$ cat src/rtl/ux607_uart_pkg.sv
// Constants and types shared by the UART transmitter and receiver.
package ux607_uart_pkg;

  localparam logic UART_START     = 1'b0;
  localparam logic UART_STOP      = 1'b1;
  localparam int   UART_DATA_W    = 8;
  localparam int   UART_FRAME_LEN = 10;
  localparam int   UART_BITCNT_W  = 4;

  typedef enum logic {
    UART_IDLE  = 1'b0,
    UART_SHIFT = 1'b1
  } uart_state_e;

  // Bits on the wire for one frame: start + data + one or two stop bits.
  function automatic logic [UART_BITCNT_W-1:0] uart_frame_bits(input logic nstop);
    return UART_BITCNT_W'(UART_FRAME_LEN) + UART_BITCNT_W'(nstop);
  endfunction

endpackage

$ cat src/rtl/ux607_uart_baud_gen.sv
// Baud prescaler: down-counter that ticks at zero and reloads; load sets a start offset.
module ux607_uart_baud_gen
  import ux607_uart_pkg::*;
#(
  parameter int DIV_W = 16
) (
  input  logic             clock,
  input  logic             reset,
  input  logic             load,
  input  logic [DIV_W-1:0] load_val,
  input  logic             en,
  input  logic [DIV_W-1:0] reload_val,
  output logic             tick
);

  logic [DIV_W-1:0] cnt_q, cnt_d;

  assign tick = en & ~load & (cnt_q == '0);

  // Reload samples reload_val only at zero, so a divisor change lands on the next bit.
  always_comb begin
    cnt_d = cnt_q;
    if (load) begin
      cnt_d = load_val;
    end else if (en) begin
      cnt_d = (cnt_q == '0) ? reload_val : cnt_q - DIV_W'(1);
    end
  end

  // NOTE: sequential state uses non-blocking assignments and an asynchronous reset;
  // all next-state logic lives in always_comb with a default first, so no latches.
  always_ff @(posedge clock or posedge reset) begin
    if (reset) begin
      cnt_q <= '0;
    end else begin
      cnt_q <= cnt_d;
    end
  end

endmodule

$ cat src/rtl/ux607_uart_tx.sv
// UART transmitter: pulls bytes from the TX queue and shifts them out as 8N1/8N2 frames.
module ux607_uart_tx
  import ux607_uart_pkg::*;
#(
  parameter int DIV_W  = 16,
  parameter int DATA_W = UART_DATA_W
) (
  input  logic              clock,
  input  logic              reset,
  input  logic              io_en,
  input  logic [DIV_W-1:0]  io_div,
  input  logic              io_nstop,
  output logic              io_in_ready,
  input  logic              io_in_valid,
  input  logic [DATA_W-1:0] io_in_bits,
  output logic              io_out,
  output logic              io_busy
);

  localparam int SHIFT_W = DATA_W + 3;

  uart_state_e              state_q, state_d;
  logic [SHIFT_W-1:0]       shifter_q, shifter_d;
  logic [UART_BITCNT_W-1:0] bitcnt_q, bitcnt_d;
  logic                     out_q, out_d;
  logic                     busy_q, busy_d;
  logic                     in_shift;
  logic                     accept;
  logic                     tick;

  assign in_shift    = (state_q == UART_SHIFT);
  // Held low during reset so the queue is never popped while the block is being cleared.
  assign io_in_ready = io_en & ~in_shift & ~reset;
  assign accept      = io_in_valid & io_in_ready;
  assign io_out      = out_q;
  assign io_busy     = busy_q;

  ux607_uart_baud_gen #(
    .DIV_W (DIV_W)
  ) u_baud_gen (
    .clock      (clock),
    .reset      (reset),
    .load       (accept),
    .load_val   (io_div),
    .en         (in_shift),
    .reload_val (io_div),
    .tick       (tick)
  );

  always_comb begin
    state_d   = state_q;
    shifter_d = shifter_q;
    bitcnt_d  = bitcnt_q;
    out_d     = out_q;
    busy_d    = busy_q;
    if (accept) begin
      shifter_d = {(io_nstop ? 2'b11 : 2'b01), io_in_bits, UART_START};
      bitcnt_d  = uart_frame_bits(io_nstop);
      out_d     = UART_START;
      busy_d    = 1'b1;
      state_d   = UART_SHIFT;
    end else if (tick) begin
      shifter_d = {UART_STOP, shifter_q[SHIFT_W-1:1]};
      bitcnt_d  = bitcnt_q - UART_BITCNT_W'(1);
      if (bitcnt_q == UART_BITCNT_W'(1)) begin
        // Last stop bit done: line returns to idle-high regardless of the frame's tail.
        out_d   = UART_STOP;
        busy_d  = 1'b0;
        state_d = UART_IDLE;
      end else begin
        out_d = shifter_d[0];
      end
    end
  end

  always_ff @(posedge clock or posedge reset) begin
    if (reset) begin
      state_q   <= UART_IDLE;
      shifter_q <= '1;
      bitcnt_q  <= '0;
      out_q     <= UART_STOP;
      busy_q    <= 1'b0;
    end else begin
      state_q   <= state_d;
      shifter_q <= shifter_d;
      bitcnt_q  <= bitcnt_d;
      out_q     <= out_d;
      busy_q    <= busy_d;
    end
  end

endmodule
$ cat config.mk
export PLATFORM = sky130hd
export DESIGN_NAME = ux607_uart_tx
export DESIGN_NICKNAME = d
export VERILOG_FILES = /design/src/rtl/ux607_uart_pkg.sv /design/src/rtl/ux607_uart_baud_gen.sv /design/src/rtl/ux607_uart_tx.sv
export SDC_FILE = /design/constraint.sdc
export NUM_CORES = 1
export LEC_CHECK = 0
export BUFFER_PORTS_ARGS = -buffer_cell sky130_fd_sc_hd__buf_2
export CORE_MARGIN = 4
export CORE_UTILIZATION = 51
export CTS_CLUSTER_SIZE = 25
export DETAILED_ROUTE_END_ITERATION = 12
export GPL_TIMING_DRIVEN = 1
export PLACE_DENSITY = 0.72
export SYNTH_ARGS = -nofsm -noshare
export SYNTH_HDL_FRONTEND = slang
export SYNTH_HIERARCHICAL = 1
export SYNTH_SLANG_ARGS = --single-unit
$ cat constraint.sdc
create_clock -name clock -period 2.5 [get_ports clock]
set_input_delay 0.25 -clock clock [delete_from_list [all_inputs] [get_ports clock]]
set_output_delay 0.25 -clock clock [all_outputs]
set_load 0.05 [all_outputs]
Word-level counts from Yosys, hierarchy flattened:

Index checks and enable logic that the tools add are counted.

* bits in writable memories: 0
* bits of input ports: 29
* register bits: 33
* output and inout port bits: 3
* memory bits (read-only): 0
* latch bits: 0
* logic and storage cells: 36
* memories kept: 0

* reduce and logical (&&, ||, !) cells: 5
* mux-type cells: 14
* bitwise operators: 8
* $add $sub $neg: 3
* multipliers: 0
* order comparisons: 0
* div/mod/pow operators: 0
* equal/unequal tests: 1
* shift-type cells: 0

Operators with widths (number)
* 16-bit two-way mux: 3
* 11-bit two-way mux: 2
* 16-bit logical NOT: 1
* 16-bit by 1-bit subtractor with 16-bit output (second input constant): 1
* 4-bit two-way mux: 2
* 1-bit two-way mux: 6
* 2-bit nonzero test: 3
* 1-bit AND: 5
* 4-bit by 1-bit adder with 4-bit output (first input constant): 1
* 4-bit by 1-bit == test with 1-bit output (second input constant): 1
* 4-bit by 1-bit subtractor with 4-bit output (second input constant): 1
* 1-bit inverter: 3
* 2-bit two-way mux: 1
* 2-bit AND reduction: 1

Longest topological paths before layout:

Gate-level depths: netlist of the first run.

* word-level depth: 9
* gate-level depth with buffers: 11
* gate-level depth less buffers: 9

Hierarchy:

The synthesis of the first run kept the hierarchy.

By module, submodules not included
* ux607_uart_baud_gen: seq. area each 400.4 µm², area each 1267.5 µm², instances 1, cells an instance 163
* ux607_uart_tx: seq. area each 414.1 µm², area each 839.6 µm², instances 1, cells an instance 74

Worst setup path after synthesis of the first run:

No wires, ideal clock.

* path type: register to register
* start: register u_baud_gen.cnt_q[2]
* end: register bitcnt_q[3]
* required time: 2.378 ns
* arrival: 2.202 ns
* clock period less this slack: 2.324 ns
* path buffers: 2
* cell stages (with the launch flop): 10
* library setup time: 0.122 ns
* path slack: 0.176 ns
* path through: dfrtp_1 or4_1 buf_2 nor3_1 nand2_1 nor2_1 buf_6 nor4b_4 xnor2_1 nand2_1

* word-level cells in the longest chain between the ends: 3

RTL lines
* start, declared: RTL line ux607_uart_baud_gen.sv:16 `logic [DIV_W-1:0] cnt_q, cnt_d;`
* start signal, assigned: RTL line ux607_uart_baud_gen.sv:36 `cnt_q <= cnt_d;`
* 16-bit logical NOT: RTL line ux607_uart_baud_gen.sv:18 `assign tick = en & ~load & (cnt_q == '0);`
* 1-bit AND: RTL line ux607_uart_baud_gen.sv:18
* net tick: RTL line ux607_uart_tx.sv:29 `logic tick;`
* 2-bit nonzero test (no line)
* end signal, assigned: RTL line ux607_uart_tx.sv:86 `bitcnt_q <= bitcnt_d;`
* end, declared: RTL line ux607_uart_tx.sv:24 `logic [UART_BITCNT_W-1:0] bitcnt_q, bitcnt_d;`

The timed path passes the listed nets, and every way through them passes these cells.
A chain may end at the register's enable or synchronous reset.

Worst setup path in the final report of the first run:

* start: register u_baud_gen.cnt_q[2]
* end: register u_baud_gen.cnt_q[0]

* word-level cells in the longest chain between the ends: 4

RTL lines
* 16-bit logical NOT: RTL line ux607_uart_baud_gen.sv:26 `cnt_d = (cnt_q == '0) ? reload_val : cnt_q - DIV_W'(1);`
* 16-bit two-way mux: RTL line ux607_uart_baud_gen.sv:26
* 16-bit two-way mux: RTL line ux607_uart_baud_gen.sv:25 `end else if (en) begin`
* 16-bit two-way mux: RTL line ux607_uart_baud_gen.sv:23 `if (load) begin`

No other way between the ends. The select of a mux whose other input is x is not followed.

==> metrics.md, run 1 <==
| Metric | Value |
|---|---|
| Reg power frac | 38.3% |
| Die area | 0.005224 mm² |
| Warnings from Yosys | 6 |
| Share of total power in combinational logic | 43.1% |
| Critical path data required time | 2690 ps |
| M3 GR Usage | 4.155% |
| Number of synthesized flops with an enable pin | 0 |
| Routed vias/inst | 5.594 |
| First-pass GRT wire length | 8142 µm |
| Fin. Hold Viols | 0 |
| Synth async-reset ratio | 100.0% |
| CP max stage cell | or4_1 |
| DRT Pass-1 Iters | 4 |
| Met2 Resource Use GR | 30.74% |
| Internal cell power | 1.646 mW |
| Slowest Stage Delay on Critical Path | 570 ps |
| Max FO, Critical Path | 6 |
| GRT Util Overall | 20.13% |
| Via count | 1807 |
| Layout Skew | 7.903 ps |
| Longest Clk Path Bufs | 2 |
| Overall power | 2.686 mW |
| Vias in the first global route | 1759 |
| CTS root buf | clkbuf_8 |
| Pwr Density | 1110 mW/mm² |
| Most frequent cells in the layout | buf_2 (31), o21ai_0 (29), nand2_1 (25), dfrtp_1 (21) |
| Area Overhead vs Synth | 14.85% |
| Worst Setup Path Type | reg -> reg |
| Worst Max-Slew Pin Slew | 654.4 ps |
| RR Startpoint | u_baud_gen/cnt_q[2]$_DFFE_PP0P_ |
| Worst setup SP type | flip-flop |
| # resized after CTS | 0 |
| Layout fillers | 381 |
| H-tree depth | 2 |
| Clock share of power | 18.6% |
| Setup bufs post-CTS | 0 |
| Sink Count | 32 |
| Max Transition Viols Final | 0 |
| Nets | 305 |
| Antenna viol nets, final | 0 |
| Wirelength per Cell | 14.53 µm |
| Crit path cell chain | or4_1, nor3_1, buf_4, and2_0, a21boi_0, o311ai_2 |
| Synth Cell Area | 0.002107 mm² |
| Distinct cells, synth | 46 |
| Initial antenna violation count | 0 |
| Most common flop cell mapped by yosys | dfrtp_1 |
| Share of cells above drive strength 1 | 26.37% |
| DRT iter0 DRCs | 166 |
| Yosys reg bits | 32 |
| Largest net degree at the start of global routing | 23 |
| M1 GR Usage | 26.98% |
| Hold buffers post-CTS | 0 |
| Leakage | 0.9854 nW |
| NetSw | 1.040 mW |
| Worst R2R Setup Slack | 190 ps |
| Syn_nets | 270 |
| Most common cell after layout, fill and taps aside | buf_2 |
| Grt total ovfl | 0 |
| Worst-path clk slew | 70 ps |
| Min cycle time layout | 2313 ps |
| Crit end category | flip-flop |
| Top achievable clock speed | 432.4 MHz |
| CTS tree | yes |
| R2R depth | 6 |
| Hold Path Class | in -> async |
| Worst Path Arrival | 2500 ps |
| Initial Util | 52.67% |
| Gr busiest metal | met2 |
| Peak supply drop | 0.4864 mV |
| Clock Latency Late Sink | 300 ps |
| Cells after Synth | 237 |
| Remaining DRCs | 0 |
| # setup viols final | 0 |
| Slew margin rel. | 56.33% |
| GP Congestion | 0.8831 |
| Die height | 72.28 µm |
| Worst R2R End | u_baud_gen/cnt_q[0]$_DFFE_PP0P_ |
| Switching part of the total power | 38.71% |
| DP HPWL | 3385 µm |
| Num ports | 32 |
| CTS Buf Count | 5 |
| Setup_tns | 0 ps |
| RSZ-0062 raised after global routing | no |
| Diode count | 0 |
| Post-synthesis sequential area ratio | 38.66% |
| Post-route clock period utilization | 92.51% |
| Max Cap Viol | 0 |
| Avg Synthesized Cell Area | 8.890 µm² |
| IO buf count | 31 |
| Final wirelength | 4693 µm |
| Core area | 0.004000 mm² |
| Run status | completed |
| Rows | 23 |
| Die width | 72.28 µm |
-- Yosys cell counts (3+ instances only) --
library cell  instances  area [µm²]
buf_6                 4       45.04
o21ai_1               7       35.03
a21oi_1              17       85.08
nor3b_1              18       135.1
nand2_1              25       93.84
o21ai_0              29       145.1
ha_1                  4       50.05
or4_1                 3       22.52
mux2i_1               9       90.09
dfstp_2              11       289.0
dfrtp_1              21       525.5
xnor2_1               7       61.31
nor2_1               18       67.56
clkbuf_1              7       26.28
xor2_1                3       26.28
nor3_1                8       40.04
nand3_1               3       15.01
inv_1                 7       26.28
-- flip-flops by register name, summed over array words and instances (netlist names) --
register / count
shifter_q: 10
io_out: 1
io_busy: 1
u_baud_gen/cnt_q: 16
bitcnt_q: 4
-- stage by stage --
| stage | hold WS [ps] | setup slack (ps) | util, % | instances | cell area [µm²] |
|---|---|---|---|---|---|
| after detailed placement | 394.6 | 223.6 | 57.80 | 315 | 2312 |
| after CTS | 71.61 | 194.3 | 60.49 | 323 | 2420 |
| after global placement | 373.1 | 289.0 | 57.80 | 315 | 2312 |
| after floorplan | 155.9 | 175.5 | - | 237 | 2107 |
| after global routing | 94.38 | 1.750 | 60.49 | 323 | 2420 |
| final | 36.44 | 187.4 | 60.49 | 323 | 2420 |
-- worst max-delay path: cells and delay by family (launching register included) --
family	cells	cell delay, ps
and+or+nand+nor	3	1200
AOI/OAI and AO/OA	2	400
buffers and inverters	1	180
DFF	1	430
-- metal layers --
| layer | share of wire, % | vias up |
|---|---|---|
| met4 | 2.3 | 0 |
| met1 | 48 | 842 |
| met5 | 0 | - |
| met2 | 44 | 43 |
| met3 | 5.5 | 8 |
| li1 | - | 914 |
-- power groups by stage --
| stage | combinational (mW) | clock, mW | sequential (mW) |
|---|---|---|---|
| global route | 1.30 | 0.536 | 1.06 |
| CTS | 1.16 | 0.516 | 1.03 |
| detailed placement | 1.15 | 0 | 1.03 |
| floorplan | 0.850 | 0 | 1.01 |
| finish | 1.16 | 0.499 | 1.03 |
| global placement | 1.13 | 0 | 1.03 |
-- worst max path at each step --
| stage | startpoint | endpoint | slack, ps | cells after the start |
|---|---|---|---|---|
| 2_1_floorplan | u_baud_gen/cnt_q[2]$_DFFE_PP0P_ | bitcnt_q[3]$_DFFE_PP0P_ | 180 | 9 |
| 6_report | u_baud_gen/cnt_q[2]$_DFFE_PP0P_ | u_baud_gen/cnt_q[0]$_DFFE_PP0P_ | 190 | 6 |
| 3_5_place_dp | u_baud_gen/cnt_q[2]$_DFFE_PP0P_ | shifter_q[7]$_DFFE_PP1P_ | 220 | 7 |
| 3_3_place_gp | u_baud_gen/cnt_q[2]$_DFFE_PP0P_ | u_baud_gen/cnt_q[0]$_DFFE_PP0P_ | 290 | 5 |
| 4_1_cts | u_baud_gen/cnt_q[2]$_DFFE_PP0P_ | shifter_q[7]$_DFFE_PP1P_ | 190 | 7 |
| 5_1_grt | u_baud_gen/cnt_q[2]$_DFFE_PP0P_ | shifter_q[7]$_DFFE_PP1P_ | 2 | 7 |
-- layout make-up --
class	count	area [µm²]	area share, %
clock inverter	2	35.03	1.448
clock buffer	6	72.57	2.999
multi-input combinational	183	1167	48.24
tap	50	62.56	2.585
sequential	32	814.5	33.66
inverter	8	30.03	1.241
timing repair buffer	42	237.7	9.824
-- logic make-up (layout without fill, tap and decap cells) --
group	count (synthesis)	count (layout)	synth area share (%)
muxes	9	9	4.276
DFF	32	32	38.66
buffers and inverters	22	58	5.938
adders and majority gates	4	4	2.375
AOI/OAI and AO/OA	71	71	20.31
xor gates and xnor gates	10	10	4.157
and+or+nand+nor	89	89	24.29
(Power assumes the default switching activity.)
==> inputs of run 2 (changes only) <==
--- a/config.mk
+++ b/config.mk
@@ -5,13 +5,14 @@
 export SDC_FILE = /design/constraint.sdc
 export NUM_CORES = 1
 export LEC_CHECK = 0
+export ABC_AREA = 1
 export BUFFER_PORTS_ARGS = -buffer_cell sky130_fd_sc_hd__buf_2
 export CORE_MARGIN = 4
-export CORE_UTILIZATION = 51
+export CORE_UTILIZATION = 58
 export CTS_CLUSTER_SIZE = 25
 export DETAILED_ROUTE_END_ITERATION = 12
 export GPL_TIMING_DRIVEN = 1
-export PLACE_DENSITY = 0.72
+export PLACE_DENSITY = 0.76
 export SYNTH_ARGS = -nofsm -noshare
 export SYNTH_HDL_FRONTEND = slang
 export SYNTH_HIERARCHICAL = 1
==> constraint.sdc (replaced) <==
create_clock -name clock -period 2.4 [get_ports clock]
set_input_delay 0.36 -clock clock [delete_from_list [all_inputs] [get_ports clock]]
set_output_delay 0.36 -clock clock [all_outputs]
set_load 0.05 [all_outputs]
==> metrics.md, run 2 <==
| Metric | Value |
|---|---|
| Run status | completed |
| Layout Skew | 8.972 ps |
| Synth async-reset ratio | 100.0% |
| Top post-synthesis cells by area | dfrtp_1 (22%), nand2_1 (19%), dfstp_2 (12%) |
| Die width | 72.78 µm |
| Critical path data required time | 2560 ps |
| Peak supply drop | 0.5253 mV |
| H-tree depth | 2 |
| Most frequent cells in the layout | nand2_1 (120), inv_1 (54), nand3_1 (43), buf_2 (31), dfrtp_1 (21) |
| Core area | 0.004029 mm² |
| Min Hold Slack | 190.1 ps |
| RR Startpoint | u_baud_gen/cnt_q[4]$_DFFE_PP0P_ |
| Vias in the first global route | 2205 |
| Via count | 2366 |
| Die height | 72.78 µm |
| Clock Latency Late Sink | 290 ps |
| Setup WS post-layout | 478.6 ps |
| Diode count | 0 |
| Worst-path clk slew | 80 ps |
| Die area | 0.005296 mm² |
| Longest Clk Path Bufs | 2 |
| CTS tree | yes |
| Post-synthesis sequential area ratio | 33.47% |
| Fin. Hold Viols | 0 |
| Crit path cell chain | nor2_2, nand2_1, nor2_1, nand2_1, nor3_1, buf_4, nand2_1, xor2_1, nor2_1 |
| Most common cell in the netlist | nand2_1 |
| Remaining DRCs | 0 |
| Worst setup SP type | flip-flop |
| Cell count after placement | 427 |
| Hold buffers post-CTS | 0 |
| Worst Setup Path Type | reg -> reg |
| Area Overhead vs Synth | 11.41% |
| Synth Cell Area | 0.002434 mm² |
| Most common flop cell mapped by yosys | dfrtp_1 |
| Largest regs | u_baud_gen/cnt_q (16), shifter_q (10), bitcnt_q (4) |
| Non-filler cells, final | 435 |
| Sink Count | 32 |
| Pre-CTS setup slack | 521.2 ps |
| Distinct cells, synth | 28 |
| Largest Register | u_baud_gen/cnt_q |
| Worst R2R Setup Slack | 480 ps |
| Number of synthesized flops with an enable pin | 0 |
| Pwr Density | 1093 mW/mm² |
| # resized after CTS | 0 |
| Rows | 23 |
| IO buf count | 31 |
| Leakage | 1.512 nW |
| CTS Buf Count | 5 |
| Worst R2R End | bitcnt_q[2]$_DFFE_PP0P_ |
| Num ports | 32 |
| Warnings from Yosys | 6 |
| Avg Synthesized Cell Area | 6.875 µm² |
| Max Transition Viols Final | 0 |
| Yosys reg bits | 32 |
| Antenna viol nets, final | 0 |
| Worst Max-Slew Pin Slew | 708.6 ps |
| Hold Path Class | in -> async |
| CTS root buf | clkbuf_8 |
| Top achievable clock speed | 520.4 MHz |
| Share of cells above drive strength 1 | 20.52% |
| Final Core Density | 67.30% |
| Largest net degree at the start of global routing | 27 |
| Slew margin rel. | 52.71% |
| CP max stage cell | dfrtp_1 |
| Max FO, Critical Path | 15 |
| Max FFs per register | 16 |
| Overall power | 2.964 mW |
| Layout fillers | 388 |
| # setup viols final | 0 |
| Post-synth top cells | nand2_1 (120), inv_1 (54), nand3_1 (43) |
| Wirelength per Cell | 13.04 µm |
| Cells after Synth | 354 |
| Dpl cell area | 0.002585 mm² |
| Syn_nets | 387 |
| Initial Util | 60.40% |
| Share of the synthesized area in the top cell type | 21.59% |
| Crit end category | flip-flop |
| Min cycle time layout | 1921 ps |
| Grt total ovfl | 0 |
| Routed vias/inst | 5.439 |
| GP Congestion | 0.9655 |
| R2R depth | 9 |
| Setup_tns | 0 ps |
| Critical Path Most Common Cell | nand2_1 |
| RSZ-0062 raised after global routing | no |
| Worst Path Arrival | 2080 ps |
| Largest area contributor in the netlist | dfrtp_1 |
| First-pass GRT wire length | 9804 µm |
| GRT Util Overall | 23.31% |
| Post-route clock period utilization | 80.06% |
| Max Cap Viol | 0 |
| Most common cell after layout, fill and taps aside | nand2_1 |
| Setup bufs post-CTS | 0 |
| Final wirelength | 5672 µm |
| DRT Pass-1 Iters | 5 |
| Fin area | 0.002711 mm² |
| Slowest Stage Delay on Critical Path | 420 ps |
| DRT iter0 DRCs | 161 |
| Nets | 417 |
| Initial antenna violation count | 0 |
| DP HPWL | 3997 µm |
run 2: cell types whose count changed after synthesis, moves of 8 or more:
cell and change:
a21oi_1 -17, a22oi_1 +16, inv_1 +47, mux2i_1 -9
nand2_1 +95, nand3_1 +40, nand3b_1 +8, nand4_1 +9
nor3b_1 -18, o21ai_0 -25
run 2: layer usage:
| metal | up-vias | wire length [µm] | global-route usage, % |
|---|---|---|---|
| met5 | - | 0 | 0 |
| met4 | 0 | 122 | 9.631 |
| met3 | 13 | 307 | 3.994 |
| met2 | 80 | 2780 | 38.38 |
| met1 | 1088 | 2461 | 30.25 |
| li1 | 1185 | - | - |
run 2: cell type report:
type                            count  area [µm²]  area share (%)
Clock inverter                      1       30.03           1.108
Inverter                           54       202.7           7.476
Sequential cell                    32       814.5           30.04
Tap cell                           50       62.56           2.307
Clock buffer                        7       96.34           3.553
Timing Repair Buffer               36       192.7           7.107
Multi-Input combinational cell    255        1313           48.41
run 2: critical path: cells and delay by family (launching register included):
| kind | cells | cell delay (ps) |
|---|---|---|
| XOR/XNOR | 1 | 130 |
| AND/OR/NAND/NOR | 7 | 990 |
| buffers and inverters | 1 | 240 |
| flip-flops | 1 | 420 |
run 2: kinds of logic (layout without fill, tap and decap cells):
| kind of cell | Yosys count | after routing | share of synthesized area, % |
|---|---|---|---|
| buf+inv | 67 | 98 | 12.60 |
| xor+xnor | 4 | 4 | 1.440 |
| flops | 32 | 32 | 33.47 |
| compound gates | 23 | 23 | 6.736 |
| simple gates | 224 | 224 | 43.70 |
| fa+ha+maj | 4 | 4 | 2.057 |
run 2: power by group:
group          internal (mW)  total [mW]  switching, mW
clock network          0.366       0.574          0.207
registers              0.834        1.07          0.238
logic                  0.469        1.32          0.849
total                   1.67        2.96           1.30
run 2: how the worst max path moves through the flow:
stage | startpoint | end | slack, ps
finish | u_baud_gen/cnt_q[4]$_DFFE_PP0P_ | bitcnt_q[2]$_DFFE_PP0P_ | 480
global route | u_baud_gen/cnt_q[0]$_DFFE_PP0P_ | bitcnt_q[2]$_DFFE_PP0P_ | 250
CTS | u_baud_gen/cnt_q[4]$_DFFE_PP0P_ | bitcnt_q[2]$_DFFE_PP0P_ | 500
detailed placement | u_baud_gen/cnt_q[0]$_DFFE_PP0P_ | bitcnt_q[2]$_DFFE_PP0P_ | 520
global placement | u_baud_gen/cnt_q[0]$_DFFE_PP0P_ | bitcnt_q[0]$_DFFE_PP0P_ | 570
floorplan | io_busy$_DFFE_PP0P_ | bitcnt_q[3]$_DFFE_PP0P_ | 10
==> inputs of run 3 (changes only) <==
--- a/config.mk
+++ b/config.mk
@@ -8,11 +8,11 @@
 export ABC_AREA = 1
 export BUFFER_PORTS_ARGS = -buffer_cell sky130_fd_sc_hd__buf_2
 export CORE_MARGIN = 4
-export CORE_UTILIZATION = 58
+export CORE_UTILIZATION = 52
 export CTS_CLUSTER_SIZE = 25
 export DETAILED_ROUTE_END_ITERATION = 12
 export GPL_TIMING_DRIVEN = 1
-export PLACE_DENSITY = 0.76
+export PLACE_DENSITY = 0.72
 export SYNTH_ARGS = -nofsm -noshare
 export SYNTH_HDL_FRONTEND = slang
 export SYNTH_HIERARCHICAL = 1
==> constraint.sdc (replaced) <==
create_clock -name clock -period 1.63 [get_ports clock]
set_input_delay 0.2445 -clock clock [delete_from_list [all_inputs] [get_ports clock]]
set_output_delay 0.2445 -clock clock [all_outputs]
set_load 0.05 [all_outputs]
==> metrics.md, run 3 (synthesized netlist as in run 2, its figures left out) <==
| Metric | Value |
|---|---|
| CP delay by family, top | simple AND/OR/NAND/NOR gates |
| Clock Latency Late Sink | 290 ps |
| Worst-path clk slew | 70 ps |
| CTS Buf Count | 5 |
| Grt total ovfl | 0 |
| Worst Path Arrival | 1830 ps |
| Hold Path Class | in -> async |
| First-pass GRT wire length | 10610 µm |
| Vias in the first global route | 2384 |
| Most frequent cells in the layout | nand2_1 (112), inv_1 (49), buf_4 (45), nand3_1 (40), buf_2 (30) |
| Longest Clk Path Bufs | 2 |
| Setup WS post-layout | -35.07 ps |
| CP bufs+invs | 3 |
| Critical path data required time | 1790 ps |
| Wirelength per Cell | 13.94 µm |
| Num ports | 32 |
| Crit path cell chain | nor2_2, nand3_2, nor2_4, nand2_2, nor3_2, buf_6, inv_4, buf_4, nand2_2, o211ai_1 |
| Setup_tns | -114.8 ps |
| Slew margin rel. | 71.16% |
| Non-filler cells, final | 486 |
| DRT iter0 DRCs | 192 |
| GRT Util Overall | 22.20% |
| Die height | 76.41 µm |
| Pwr Density | 1654 mW/mm² |
| Min cycle time layout | 1665 ps |
| Leakage | 1.792 nW |
| Initial antenna violation count | 0 |
| Worst Max-Slew Pin Slew | 431.6 ps |
| RSZ-0062 raised after global routing | yes |
| CTS tree | yes |
| CTS root buf | clkbuf_8 |
| Area Overhead vs Synth | 33.57% |
| CP max stage cell | dfrtp_1 |
| Cell count after placement | 468 |
| H-tree depth | 2 |
| Failing checks | negative setup slack |
| Layout fillers | 343 |
| Max FFs per register | 16 |
| Die area | 0.005838 mm² |
| Via count | 2598 |
| Run status | finished with violations |
| Sink Count | 32 |
| Slowest Stage Delay on Critical Path | 400 ps |
| Largest net degree at the start of global routing | 25 |
| Worst Setup Path Type | reg -> reg |
| Remaining DRCs | 0 |
| Largest Register | u_baud_gen/cnt_q |
| Fin. Hold Viols | 0 |
| DRT Pass-1 Iters | 5 |
| Critical Path Most Common Cell | nand2_2 |
| Peak supply drop | 0.7464 mV |
| Max FO, Critical Path | 7 |
| Post-route clock period utilization | 102.2% |
| Top achievable clock speed | 600.6 MHz |
| Largest regs | u_baud_gen/cnt_q (16), shifter_q (10), bitcnt_q (4) |
| GP Congestion | 0.9031 |
| Rows | 24 |
| Share of cells above drive strength 1 | 34.79% |
| Max Cap Viol | 0 |
| Routed vias/inst | 5.346 |
| Final wirelength | 6776 µm |
| DP HPWL | 4466 µm |
| Most common cell after layout, fill and taps aside | nand2_1 |
| Worst setup SP type | flip-flop |
| Diode count | 0 |
| IO buf count | 31 |
| Nets | 466 |
| Layout Skew | 9.901 ps |
| Max Transition Viols Final | 0 |
| Die width | 76.41 µm |
| Core area | 0.004444 mm² |
| Antenna viol nets, final | 0 |
| # setup viols final | 7 |
| Initial Util | 54.76% |
| Crit end category | flip-flop |
==> run 3: cell types whose count changed in the layout (fill, tap and decap cells not counted), sizes merged <==
cell / delta
dlygate4sd3: +1
clkbuf: +1
buf: +47
==> run 3: cell type report <==
class                      count  area (µm²)  share of cell area [%]
clock buffer                   7       96.34                   2.964
sequential                    32       815.8                   25.10
timing repair buffer          85       616.8                   18.98
tap                           52       65.06                   2.002
multi-input combinational    255        1421                   43.73
clock inverter                 1       30.03                  0.9238
inverter                      54       205.2                   6.313
==> run 3: power breakdown <==
group	total (mW)	internal, mW	leakage (nW)	switching [mW]
logic	3.04	1.30	1.36	1.74
clock network	0.864	0.540	0.0645	0.324
registers	1.47	1.23	0.370	0.241
==> run 3: worst paths after layout <==
path / cells past startpoint / start / slack, ps / endpoint
max: 10 / u_baud_gen/cnt_q[13]$_DFFE_PP0P_ / -40 / bitcnt_q[1]$_DFFE_PP0P_
min reg2reg: 2 / shifter_q[2]$_DFFE_PP1P_ / 490 / shifter_q[2]$_DFFE_PP1P_
min in group clock: 3 / io_div[7] / 190 / u_baud_gen/cnt_q[7]$_DFFE_PP0P_
min: 3 / reset / 20 / bitcnt_q[1]$_DFFE_PP0P_
max in group asynchronous: 4 / reset / 880 / u_baud_gen/cnt_q[2]$_DFFE_PP0P_
max reg2reg: 10 / u_baud_gen/cnt_q[13]$_DFFE_PP0P_ / -40 / bitcnt_q[1]$_DFFE_PP0P_
==> run 3: tightest hold or removal path, delay by kind of cell <==
kind                   cells  cell delay, ps
buffers and inverters      3             400
==> run 3: repair_timing <==
action | in CTS | in global routing
buffers inserted | 4 | 6
endpoints found under the hold margin | 16 | 0
resized for setup | 7 | 33
hold buffers | 1 | 0
endpoints found under the setup margin | 16 | 30
cloned | 0 | 1
pin swaps | 5 | 11
==> run 3: stage by stage <==
stage	power, mW	instance area, µm²	worst slack [ps]	hold WS [ps]	utilization [%]
after floorplan	3.094	2475	-230.2	158.2	-
after global placement	3.954	2887	-54.99	293.7	64.95
after detailed placement	4.011	2887	-104.2	290.4	64.95
after CTS	4.949	3075	18.54	20.52	69.20
after global routing	5.766	3251	-143.9	46.17	73.14
final	5.377	3251	-35.07	15.55	73.14
==> run 3: per-layer routing <==
metal	vias to the layer above	global-route usage (%)	share of wire [%]
li1	1281	-	-
met1	1197	26.37	41
met2	99	40.33	51
met3	21	3.783	5.3
met4	0	7.246	2.9
met5	-	0	0
